$ cat src/rtl/conv_seq_ctrl.sv
// Convolution sequencer: walks k and the valid i range, issuing x/y reads, MAC control and z writes.
// Optional cycle counter output cyc_cnt_o is enabled by defining CONV_SEQ_CYCLE_CNT_EN.
module conv_seq_ctrl #(
  parameter int unsigned AW_XY = 5,
  parameter int unsigned AW_Z  = 6
) (
  input  logic             clk,
  input  logic             rstn,
  input  logic             start_i,
  input  logic [AW_XY-1:0] sz_x_i,
  input  logic [AW_XY-1:0] sz_y_i,
  output logic [AW_XY-1:0] addr_x_o,
  output logic [AW_XY-1:0] addr_y_o,
  output logic             rd_o,
  output logic             acc_clr_o,
  output logic             acc_en_o,
  output logic [AW_Z-1:0]  addr_z_o,
  output logic             wr_z_o,
  output logic             busy_o,
  output logic             done_o
`ifdef CONV_SEQ_CYCLE_CNT_EN
  ,
  output logic [15:0]      cyc_cnt_o
`endif
);

  typedef enum logic [2:0] {StIdle, StClr, StRead, StDrain, StWrite, StDone} state_e;

  localparam logic signed [AW_Z:0] SOne = (AW_Z+1)'(1);

  state_e           r_state;
  logic [AW_XY-1:0] r_sz_x, r_sz_y, r_i_hi, r_addr_x, r_addr_y;
  logic [AW_Z-1:0]  r_k, r_addr_z;
  logic             r_rd, r_acc_clr, r_acc_en, r_wr_z, r_busy, r_done;

  logic signed [AW_Z:0] w_k_s, w_szx_m1, w_szy_m1, w_lo_s, w_hi_s;
  logic [AW_XY-1:0]     w_i_lo, w_i_hi, w_y_lo;
  logic [AW_Z-1:0]      w_k_last;
  logic                 w_zero;

  // Valid product range for the current k: i in [max(0,k-(sy-1)), min(k,sx-1)].
  assign w_k_s    = $signed({1'b0, r_k});
  assign w_szx_m1 = $signed({{(AW_Z+1-AW_XY){1'b0}}, r_sz_x}) - SOne;
  assign w_szy_m1 = $signed({{(AW_Z+1-AW_XY){1'b0}}, r_sz_y}) - SOne;
  assign w_lo_s   = w_k_s - w_szy_m1;
  assign w_hi_s   = (w_k_s < w_szx_m1) ? w_k_s : w_szx_m1;
  assign w_i_lo   = w_lo_s[AW_Z] ? '0 : AW_XY'(w_lo_s);
  assign w_i_hi   = AW_XY'(w_hi_s);
  assign w_y_lo   = AW_XY'(r_k - AW_Z'(w_i_lo));
  assign w_k_last = AW_Z'(r_sz_x) + AW_Z'(r_sz_y) - AW_Z'(2);
  assign w_zero   = (sz_x_i == '0) || (sz_y_i == '0);

  always_ff @(posedge clk or negedge rstn) begin
    if (!rstn) begin
      r_state   <= StIdle;
      r_sz_x    <= '0;
      r_sz_y    <= '0;
      r_i_hi    <= '0;
      r_k       <= '0;
      r_addr_x  <= '0;
      r_addr_y  <= '0;
      r_addr_z  <= '0;
      r_rd      <= 1'b0;
      r_acc_clr <= 1'b0;
      r_acc_en  <= 1'b0;
      r_wr_z    <= 1'b0;
      r_busy    <= 1'b0;
      r_done    <= 1'b0;
    end else begin
      // Memory read latency is one cycle, so the product is ready a cycle after the read.
      r_acc_en <= r_rd;
      unique case (r_state)
        StIdle: begin
          if (start_i) begin
            r_sz_x <= sz_x_i;
            r_sz_y <= sz_y_i;
            r_k    <= '0;
            r_busy <= 1'b1;
            if (w_zero) begin
              r_state <= StDone;
              r_done  <= 1'b1;
            end else begin
              r_state   <= StClr;
              r_acc_clr <= 1'b1;
            end
          end
        end
        StClr: begin
          r_acc_clr <= 1'b0;
          r_i_hi    <= w_i_hi;
          r_addr_x  <= w_i_lo;
          r_addr_y  <= w_y_lo;
          r_rd      <= 1'b1;
          r_state   <= StRead;
        end
        StRead: begin
          if (r_addr_x == r_i_hi) begin
            r_rd    <= 1'b0;
            r_state <= StDrain;
          end else begin
            r_addr_x <= r_addr_x + AW_XY'(1);
            r_addr_y <= r_addr_y - AW_XY'(1);
          end
        end
        StDrain: begin
          r_wr_z   <= 1'b1;
          r_addr_z <= r_k;
          r_state  <= StWrite;
        end
        StWrite: begin
          r_wr_z <= 1'b0;
          if (r_k == w_k_last) begin
            r_done  <= 1'b1;
            r_state <= StDone;
          end else begin
            r_k       <= r_k + AW_Z'(1);
            r_acc_clr <= 1'b1;
            r_state   <= StClr;
          end
        end
        StDone: begin
          r_done  <= 1'b0;
          r_busy  <= 1'b0;
          r_state <= StIdle;
        end
        default: r_state <= StIdle;
      endcase
    end
  end

  assign addr_x_o  = r_addr_x;
  assign addr_y_o  = r_addr_y;
  assign rd_o      = r_rd;
  assign acc_clr_o = r_acc_clr;
  assign acc_en_o  = r_acc_en;
  assign addr_z_o  = r_addr_z;
  assign wr_z_o    = r_wr_z;
  assign busy_o    = r_busy;
  assign done_o    = r_done;

`ifdef CONV_SEQ_CYCLE_CNT_EN
  logic [15:0] r_cyc_cnt;

  always_ff @(posedge clk or negedge rstn) begin
    if (!rstn) begin
      r_cyc_cnt <= '0;
    end else if (r_state == StIdle && start_i) begin
      r_cyc_cnt <= '0;
    end else if (r_busy && r_cyc_cnt != 16'hFFFF) begin
      r_cyc_cnt <= r_cyc_cnt + 16'd1;
    end
  end

  assign cyc_cnt_o = r_cyc_cnt;
`endif

endmodule

$ cat config.mk
export PLATFORM = sky130hd
export DESIGN_NAME = conv_seq_ctrl
export DESIGN_NICKNAME = d
export VERILOG_FILES = /design/src/rtl/conv_seq_ctrl.sv
export SDC_FILE = /design/constraint.sdc
export NUM_CORES = 1
export LEC_CHECK = 0
export BUFFER_PORTS_ARGS = -buffer_cell sky130_fd_sc_hd__buf_4
export CAP_MARGIN = 20
export CORE_MARGIN = 8
export CORE_UTILIZATION = 45
export DETAILED_ROUTE_END_ITERATION = 10
export PLACE_DENSITY = 0.72
export SLEW_MARGIN = 20
export SYNTH_ARGS = -nofsm -noshare
export SYNTH_HDL_FRONTEND = slang
export SYNTH_SLANG_ARGS = --single-unit
$ cat constraint.sdc
create_clock -name clk -period 3.3 [get_ports clk]
set_clock_uncertainty 0.05 [all_clocks]
set_input_delay 0.33 -clock clk [delete_from_list [all_inputs] [get_ports clk]]
set_output_delay 0.33 -clock clk [all_outputs]
set_load 0.01 [all_outputs]
=== After elaboration in Yosys (flattened, before gate mapping) ===
Index checks and enable logic that the tools add are counted.

* Register bits: 46
* Latch bits: 0
* RAM bits: 0
* Memory bits (read-only): 0
* Output and inout bits: 22
* Memories kept: 0

* Add/subtract/negate cells: 9
* $mul: 0
* Divide/modulo/power cells: 0
* $lt $le $gt $ge: 1
* Equality and inequality tests: 14
* Shifts and indexed selects: 0
* Multiplexer cells: 27
* Bitwise operators: 0
* Reduce and logical (&&, ||, !) cells: 18

{| class="wikitable"
|+ Operators by type and width
! cell !! count
|-
| $mux 5 || 4
|-
| $pmux 5 s2 || 2
|-
| $pmux 3 s5 || 1
|-
| $ne 2x2->1 const B || 7
|-
| $mux 3 || 4
|-
| $mux 6 || 2
|-
| $pmux 6 s2 || 1
|-
| $sub 5x1->6 const B || 2
|-
| $logic_not 5->1 || 2
|-
| $reduce_and 2->1 || 5
|-
| $mux 1 || 8
|-
| $reduce_and 4->1 || 2
|-
| $reduce_bool 2->1 || 4
|-
| $lt 7x6->1 || 1
|-
| $sub 7x6->7 || 1
|-
| $add 5x5->6 || 1
|-
| $add 6x1->6 const B || 1
|-
| $eq 3x2->1 const B || 2
|-
| $eq 3x3->1 const B || 2
|-
| $eq 6x6->1 || 1
|-
| $pmux 1 s2 || 3
|-
| $pmux 1 s3 || 2
|-
| $reduce_bool 3->1 || 2
|-
| $sub 6x2->6 const B || 1
|-
| 8 further kinds || 8
|}

=== Longest topological paths before layout ===
Gate-level depths: netlist of run 1.

* Depth in word-level cells: 5
* Mapped depth: 19
* Mapped depth without buffers: 19

=== Worst setup path after synthesis of run 1 ===
Ideal clock, no wire load.

* Path kind: register -> register
* Start point: register r_sz_y[0]
* End point: register r_addr_y[4] (netlist: addr_y_o[4])
* Arrival: 3.364 ns
* Slack: -0.191 ns
* Cell stages (with the launch flop): 17
* Buffers on the path: 0
* Cells stage by stage: dfrtp_1 > inv_1 > ha_1 > xnor2_1 > ha_1 > nor2b_1 > o31a_1 > o31ai_2 > nand2_2 > or2_1 > fa_1 > a21o_1 > a21oi_1 > xnor2_1 > xnor2_1 > o22ai_1 > a21oi_1

* Cells in the longest elaborated chain, start to end: 5

{| class="wikitable"
|+ Ends and longest elaborated chain
! element !! RTL line !! RTL
|-
| start, declared || 32 || <nowiki>logic [AW_XY-1:0] r_sz_x, r_sz_y, r_i_hi, r_addr_x, r_addr_y;</nowiki>
|-
| start signal, assigned || 76 || <nowiki>r_sz_y <= sz_y_i;</nowiki>
|-
| $sub 5x1->6 || 44 || <nowiki>assign w_szy_m1 = $signed({{(AW_Z+1-AW_XY){1'b0}}, r_sz_y}) - SOne;</nowiki>
|-
| $sub 7x6->7 || 45 || <nowiki>assign w_lo_s = w_k_s - w_szy_m1;</nowiki>
|-
| $mux 5 || 47 || <nowiki>assign w_i_lo = w_lo_s[AW_Z] ? '0 : AW_XY'(w_lo_s);</nowiki>
|-
| $sub 5x5->5 || 49 || <nowiki>assign w_y_lo = AW_XY'(r_k - AW_Z'(w_i_lo));</nowiki>
|-
| $pmux 5 s2 || 72 || <nowiki>unique case (r_state)</nowiki>
|-
| end signal, assigned || 92 || <nowiki>r_addr_y <= w_y_lo;</nowiki>
|-
| end signal, assigned || 102 || <nowiki>r_addr_y <= r_addr_y - AW_XY'(1);</nowiki>
|-
| end, declared || 32 ||
|}

Every way passes these cells.
A chain may end at the register's enable or synchronous reset.

=== Final worst setup path of run 1 ===
* Start point: register r_sz_y[1]
* End point: register r_addr_y[4] (netlist: addr_y_o[4])

The elaborated chain is that of the path after synthesis.

==> flow_summary.ini, run 1 <==
[status]
status = complete, but fails checks
violations = negative hold slack, negative setup slack

[clocking]
htreeDepth = 2
clock_path_buffers = 2
cts_tree = done
clock_latency_ns = 0.31
cts_made_buffers = 5
path_clk_slew_ns = 0.10
cts_sinks = 46
root_buffer = clkbuf_8
cts_hold_buf = 0

[logic_synthesis]
yosys.area_share.simple_pct = 17.6
synth_seq_cells = 46
synth_fa_ha_area_share_pct = 13.2
syn_nets = 389
ys_seq_area_share_pct = 37.1
synth.area.mux_share_pct = 2.01
syn_area_per_cell_um2 = 9.01
async_reset_ff_share_pct = 100
synth_edf_count = 0
synth_compound_area_share_pct = 16.8
netlist_instances = 345
synthesis.area_um2 = 3110
synth_xor_area_share_pct = 8.34
ys.flop_type = dfrtp_1
yosysWarnings = 0
synth.distinct_cells = 49
synth_top_family_by_area = simple AND/OR/NAND/NOR gates

[place]
dp_slack_ns = -0.221
place_hpwl_um = 5700
place_area_um2 = 3630
dpl.cell_count = 471
globalplace.congestion = 0.828
io_buffers = 34

[floorplanning]
rows = 30
chipWidth_um = 99.1
core-area_um2 = 6760
start_util_pct = 46.0
ios = 35
die_area_um2 = 9820
die_h_um = 99.1

[global_route]
antenna_found_initial = 0
busiest_layer = met2
grt_start_max_net_pins = 47
gr-total-overflow = 0
grt_pass1_vias = 2621
grt_use_total_pct = 15.4
grtUsageMet1_pct = 19.7
met3_usage_pct = 3.07
grt_first_pass_wirelength_um = 12500
grtUsageMet2_pct = 25.7

[layout]
regArea_um2 = 1150
postLayoutCellArea_um2 = 3820
instances_no_fill = 487
layout.cells.most_common = buf_4
nFillCells = 598
drive_gt1_share_pct = 24.1
multi_input_area_um2 = 1870
num_antenna_cells = 0
final_cell_mix = buf_4, dfrtp_1, nand2_1, ha_1, inv_1
final_util_pct = 56.6
area_growth_pct = 23.0
num-nets-final = 450

[pwr]
power.density_nw_per_um2 = 1140
intPower_mw = 2.40
finalPower_mw = 4.35
swShare_pct = 44.9
p_sw_mw = 1.95
p_leak_nw = 1.82
ir_drop_v = 0.000406
clkPwrFrac_pct = 8.4
p_seq_share_pct = 23.4
pwr-share-comb_pct = 68.2

[timing]
finalHoldViolations = 46
worstMarginPinSlew_ns = 0.774
setup_viol = 1
period_share_pct = 103
holdWs_ns = -0.0341
fmax_ghz = 0.294
timing.final.ws_setup_ns = -0.0978
rsz0062_at_grt = yes
relSlewSlack_pct = 48.4
tns_ns = -0.0978
period_minus_slack_ns = 3.40
final_max_slew_viol_count = 0

[worst_hold_path]
hold_class = in -> async

[detailed_routing]
num_vias = 2693
drtAntennaViolNets = 0
finalWirelength_um = 7340
drt_pass1_iterations = 4
via_per_inst = 5.53
drt_iter0_markers = 119
drc = 0
detail_route.wl_per_cell_um = 15.1

[worst_setup_path]
reg2reg_slack_ns = -0.1
timing_worst_setup_path_type = reg -> reg
cp_data_arrival_time_ns = 3.58
required_ns = 3.49
start_kind = register
path_max_fanout = 3
critPathCaptureType = register

[flow_run]
max-cap-violations = 0
cell usage after synthesis, types with 4 or more instances:
master     n  share of area, %
xor2_1     8               2.3
nor3_1    15               2.4
mux2i_1    4               1.3
nand4_1    4              0.81
a21oi_1   21               3.4
dfrtp_1   46                37
nor2_1    19               2.3
inv_1     28               3.4
clkbuf_1  12               1.4
or3_1      5               1.0
a21o_1     4              0.97
o21ai_1   12               1.9
and3_1    10               2.0
o21ai_0   20               3.2
a31oi_1    4              0.81
a211o_1    4               1.1
nand2_1   32               3.9
xnor2_1   19               5.4
nand3_1    9               1.4
ha_1      28                11
flip-flops by register name, summed over array words and instances (netlist names), 3 cells and up:
register,count
r_k,6
r_i_hi,5
r_sz_y,5
r_sz_x,5
r_state,3
addr_x_o,5
addr_y_o,5
addr_z_o,6
logic make-up after synthesis:
| group | count (synthesis) |
|---|---|
| fa+ha+maj | 31 |
| flops | 46 |
| buf+inv | 41 |
| xor+xnor | 28 |
| simple gates | 110 |
| compound gates | 83 |
| mux | 6 |
critical path: stages, from the launching register on:
cell and delay [ns]:
dfrtp_1 0.40, inv_2 0.07, ha_4 0.16, xnor2_1 0.16, ha_1 0.27, nor2b_4 0.13, o31a_1 0.30, o31ai_4 0.22
nand2_2 0.11, nor2_2 0.10, ha_1 0.16, inv_1 0.06, fa_2 0.35, a21o_1 0.17, a21oi_2 0.12, xnor2_1 0.14
xnor2_1 0.13, o22ai_1 0.08, a21oi_1 0.14
metal layers:
metal  part of all wire [%]  vias up
met4                    1.3        0
met5                      0        -
met3                    4.6        8
li1                       -     1330
met1                     44     1299
met2                     50       56
path summary, 6_finish.rpt:
check                                from  cells after the start          end
worst max register to register  r_sz_y[1]                     18  addr_y_o[4]
worst max-delay path            r_sz_y[1]                     18  addr_y_o[4]
worst min register to register       rd_o                      0     acc_en_o
max in group asynchronous            rstn                      1  addr_x_o[4]
min in group clk                sz_x_i[4]                      3    r_sz_x[4]
worst min-delay path                 rstn                      1    r_sz_x[0]
cell type report:
type	count	share of cell area (%)
multi-input cells	258	48.9
flip-flops and latches	46	30.1
repair buffers	67	13.2
inverters	28	2.75
well taps	80	2.62
clock buffers	5	1.80
clock inverters	3	0.622
repair_timing:
item	CTS	global route
pin swaps	8	2
buffers inserted	3	5
setup endpoints to repair	3	4
gates cloned	0	0
gates resized for setup	1	10
power groups by stage:
stage,clock (mW),combinational [mW],sequential [mW]
2_1_floorplan,0,1.97,1.01
3_3_place_gp,0,2.72,1.02
3_5_place_dp,0,2.80,1.03
4_1_cts,0.370,2.87,1.02
5_1_grt,0.390,3.31,1.06
6_report,0.364,2.97,1.02
Power figures use the tool's default switching activity.
==> run 2: changes to the inputs <==
- clock period: 3.3 -> 2.7 ns (I/O delays scaled with it)
==> flow_summary.ini, run 2 (same netlist as run 1, synthesis figures left out) <==
[floorplanning]
die_area_um2 = 9820
chipWidth_um = 99.1
start_util_pct = 46.0
core-area_um2 = 6760
rows = 30
die_h_um = 99.1
ios = 35

[timing]
period_minus_slack_ns = 3.45
finalHoldViolations = 0
setup_viol = 12
final_max_slew_viol_count = 0
relSlewSlack_pct = 60.4
period_share_pct = 128
rsz0062_at_grt = yes
fmax_ghz = 0.290
holdWs_ns = 0.118
timing.final.ws_setup_ns = -0.749
worstMarginPinSlew_ns = 0.591

[pwr]
ir_drop_v = 0.000704
p_leak_nw = 2.03
power.density_nw_per_um2 = 1470

[clocking]
cts_tree = done
cts_made_buffers = 5
path_clk_slew_ns = 0.09
htreeDepth = 2
root_buffer = clkbuf_8
clock_path_buffers = 2
cts_sinks = 46
clock_latency_ns = 0.31

[layout]
layout.cells.most_common = buf_4
nFillCells = 526
instances_no_fill = 521
drive_gt1_share_pct = 36.5
area_growth_pct = 39.6
final_cell_mix = buf_4, dfrtp_1, nand2_1, inv_1, o21ai_0
final_util_pct = 64.2
postLayoutCellArea_um2 = 4340
num_antenna_cells = 0
num-nets-final = 484

[worst_setup_path]
ff2ff_path_depth = 16
r2r-start = r_sz_y[1]
cp_data_arrival_time_ns = 3.63
timing_worst_setup_path_type = reg -> reg
path_max_fanout = 3
start_kind = register
critPathCaptureType = register
required_ns = 2.89
reg2reg_to = addr_y_o[4]
reg2reg_slack_ns = -0.75

[global_route]
grt_pass1_vias = 3026
grt_start_max_net_pins = 47
grt_use_total_pct = 17.9
gr-total-overflow = 0
antenna_found_initial = 0
grt_first_pass_wirelength_um = 14200

[status]
violations = negative setup slack
status = complete, but fails checks

[detailed_routing]
drt_pass1_iterations = 4
drc = 0
drt_iter0_markers = 114
finalWirelength_um = 8600
drtAntennaViolNets = 0
num_vias = 2909
detail_route.wl_per_cell_um = 16.5
via_per_inst = 5.58

[worst_hold_path]
whs_endpoint = r_sz_x[3]
hold_start = sz_x_i[3]
hold_class = in -> reg
hold_depth = 3

[flow_run]
max-cap-violations = 0

[place]
place_hpwl_um = 6140
place_area_um2 = 3830
io_buffers = 34
dpl.cell_count = 496
globalplace.congestion = 0.840
run 2: cell count changes in the layout (fill, tap and decap cells not counted), sizes merged:
| cell | previous run | this run |
|---|---|---|
| clkinv | 0 | 2 |
| buf | 67 | 100 |
| clkinvlp | 2 | 0 |
| clkbuf | 5 | 6 |
| inv | 29 | 28 |
| dlygate4sd3 | 0 | 1 |
run 2: repair_timing:
item / 4_1_cts / 5_1_grt
setup buffers: 12 / 5
pin swaps: 32 / 15
resized for setup: 41 / 17
hold endpoints to repair: 46 / 0
hold buffers: 1 / 0
endpoints found under the setup margin: 13 / 20
run 2: layer usage:
| metal | vias up | GRT usage, % | wire length, um |
|---|---|---|---|
| met1 | 1410 | 20.6 | 3530 |
| met3 | 22 | 3.70 | 386 |
| met2 | 80 | 31.6 | 4460 |
| met5 | - | 0 | 0 |
| li1 | 1397 | - | - |
| met4 | 0 | 7.10 | 227 |
run 2: layout make-up:
cell class / count / area (um^2) / area share [%]
Multi-Input combinational cell: 258 / 2100 / 48.5
Sequential cell: 46 / 1150 / 26.6
Timing Repair Buffer: 101 / 791 / 18.2
Inverter: 28 / 105 / 2.42
Tap cell: 80 / 100 / 2.31
Clock buffer: 6 / 72.6 / 1.67
Clock inverter: 2 / 13.8 / 0.317
run 2: worst max-delay path, cell delays in order (launching register included):
cell and delay, ns:
dfrtp_1 0.39, inv_2 0.08, ha_4 0.17, xnor2_2 0.13
ha_1 0.29, nor2b_4 0.14, o31a_1 0.31, o31ai_4 0.25
nand2_4 0.10, or2_4 0.26, fa_2 0.38, a21o_1 0.19
a21oi_2 0.15, xnor2_1 0.15, xnor2_1 0.14, o22ai_1 0.08
a21oi_1 0.14
run 2: how the worst max path moves through the flow:
stage               startpoint  cells after the start           to  slack [ns]
floorplan            r_sz_y[0]                     18  addr_y_o[4]       -0.70
global placement     r_sz_y[1]                     18  addr_y_o[4]       -0.65
detailed placement   r_sz_y[1]                     18  addr_y_o[4]       -0.80
CTS                  r_sz_y[0]                     18  addr_y_o[4]       -0.64
global route         r_sz_y[1]                     16  addr_y_o[4]       -0.92
finish               r_sz_y[1]                     16  addr_y_o[4]       -0.75
run 2: where the power goes:
part | internal, mW | switching (mW) | leakage, nW
logic | 2.42 | 2.27 | 1.41
clock network | 0.183 | 0.247 | 0.0452
registers | 0.965 | 0.297 | 0.575
run 2: per-stage QoR:
stage               power, mW  setup slack (ns)  TNS [ns]
global route             6.90            -0.921     -4.94
global placement         4.90            -0.654     -4.16
detailed placement       5.06            -0.795     -4.94
CTS                      6.02            -0.642     -2.31
floorplan                3.68            -0.700     -2.01
finish                   6.38            -0.749     -3.26
==> run 3: changes to the inputs <==
- PLACE_DENSITY: 0.72 -> 0.7
- SLEW_MARGIN: 20 -> 30
- clock period: 2.7 -> 3.5 ns (I/O delays scaled with it)
==> flow_summary.ini, run 3 (same netlist as run 1, synthesis figures left out) <==
[worst_hold_path]
hold_class = in -> async

[timing]
holdWs_ns = -0.0193
period_minus_slack_ns = 3.39
rsz0062_at_grt = yes
finalHoldViolations = 27
period_share_pct = 97.0
tns_ns = 0
worstMarginPinSlew_ns = 0.771
final_max_slew_viol_count = 0
setup_viol = 0
relSlewSlack_pct = 48.6
fmax_ghz = 0.295

[place]
io_buffers = 34
place_hpwl_um = 5690
place_area_um2 = 3520
globalplace.congestion = 0.840
dpl.cell_count = 460

[global_route]
antenna_found_initial = 0
gr-total-overflow = 0
grt_pass1_vias = 2604
grt_use_total_pct = 15.6
grt_first_pass_wirelength_um = 12500
grt_start_max_net_pins = 47

[pwr]
ir_drop_v = 0.000420
swShare_pct = 45.8
pwr-share-comb_pct = 67.5
clkPwrFrac_pct = 8.3
p_leak_nw = 1.78
p_seq_share_pct = 24.2
intPower_mw = 2.15
p_sw_mw = 1.82
power.density_nw_per_um2 = 1060

[worst_setup_path]
cp_data_arrival_time_ns = 3.58
slowest_delay_ns = 0.40
cp_common_cell = buf_4
slowest_stage = dfrtp_1
timing_worst_setup_path_type = reg -> reg
crit_family = compound AO/OA/AOI/OAI gates
start_kind = register
path_buf_inv = 4
critPathCaptureType = register
crit_chain = buf_4, nor3_4, xnor2_1, ha_1, o21a_1, o31a_1, o31ai_4, buf_4, buf_4, buf_4, nand3_1, ha_1, a21o_1, a21oi_2, xnor2_1, xnor2_1, o22ai_1, a21oi_1
required_ns = 3.69
path_max_fanout = 3

[status]
violations = negative hold slack
status = complete, but fails checks

[layout]
final_cell_mix = buf_4, dfrtp_1, nand2_1, ha_1, inv_1
postLayoutCellArea_um2 = 3740
layout.cells.most_common = buf_4
instances_no_fill = 479
num_antenna_cells = 0
final_util_pct = 55.4
area_growth_pct = 20.5
num-nets-final = 442
drive_gt1_share_pct = 21.1

[detailed_routing]
detail_route.wl_per_cell_um = 15.8
drc = 0
drtAntennaViolNets = 0
drt_pass1_iterations = 4
num_vias = 2668
via_per_inst = 5.57
finalWirelength_um = 7570
drt_iter0_markers = 86

[floorplanning]
core-area_um2 = 6760
ios = 35
die_area_um2 = 9820
chipWidth_um = 99.1
rows = 30
die_h_um = 99.1
start_util_pct = 46.0

[clocking]
cts_tree = done
clock_latency_ns = 0.30
path_clk_slew_ns = 0.09
cts_made_buffers = 5
htreeDepth = 2
cts_sinks = 46
cts_hold_buf = 0
root_buffer = clkbuf_8
clock_path_buffers = 2

[flow_run]
max-cap-violations = 0
## run 3: through the flow
step | power (mW) | setup slack (ns)
final | 3.97 | 0.106
after global routing | 4.35 | -0.131
after CTS | 3.89 | 0.00204
after detailed placement | 3.45 | -0.149
after global placement | 3.37 | 0.0379
after floorplan | 2.77 | 0.00855
## run 3: metal layers
| metal | wire, um | GRT usage [%] | share of wire (%) |
|---|---|---|---|
| met1 | 3270 | 19.4 | 43 |
| met2 | 3760 | 26.4 | 50 |
| met3 | 374 | 3.42 | 4.9 |
| met4 | 168 | 4.89 | 2.2 |
| met5 | 0 | 0 | 0 |
## run 3: layout make-up
cell class              instances  area [um^2]
well taps                      80          100
inverters                      28          105
clock buffers                   6         72.6
flip-flops and latches         46         1150
clock inverters                 2         13.8
fillers                       620         3010
repair buffers                 59          443
multi-input cells             258         1860
## run 3: repair_timing
action	CTS	global route
endpoints found under the setup margin	1	3
resized for setup	8	5
pin swaps	11	10
setup buffers	8	3
## run 3: power groups by stage
stage	clock network, mW	logic (mW)	registers (mW)
after floorplan	0	1.81	0.954
after global placement	0	2.41	0.962
after detailed placement	0	2.48	0.972
after CTS	0.333	2.60	0.961
after global routing	0.351	3.01	0.993
final	0.329	2.68	0.962
## run 3: worst paths after layout
| check | from | end | slack [ns] | cells past startpoint |
|---|---|---|---|---|
| worst max-delay path | r_sz_y[1] | addr_y_o[4] | 0.11 | 18 |
| worst min-delay path | rstn | addr_y_o[2] | -0.02 | 1 |
| worst max register to register | r_sz_y[1] | addr_y_o[4] | 0.11 | 18 |
| worst min register to register | rd_o | acc_en_o | 0.35 | 0 |
| max in group asynchronous | rstn | r_sz_y[2] | 3.00 | 1 |
| min in group clk | sz_x_i[3] | r_sz_x[3] | 0.22 | 3 |
## run 3: worst reg2reg max path: stages (launching register included)
cell and delay (ns):
dfrtp_1 0.40, buf_4 0.16, nor3_4 0.21, xnor2_1 0.10, ha_1 0.32, o21a_1 0.18, o31a_1 0.15, o31ai_4 0.23
buf_4 0.15, buf_4 0.09, buf_4 0.10, nand3_1 0.06, ha_1 0.33, a21o_1 0.21, a21oi_2 0.13, xnor2_1 0.14
xnor2_1 0.14, o22ai_1 0.08, a21oi_1 0.13
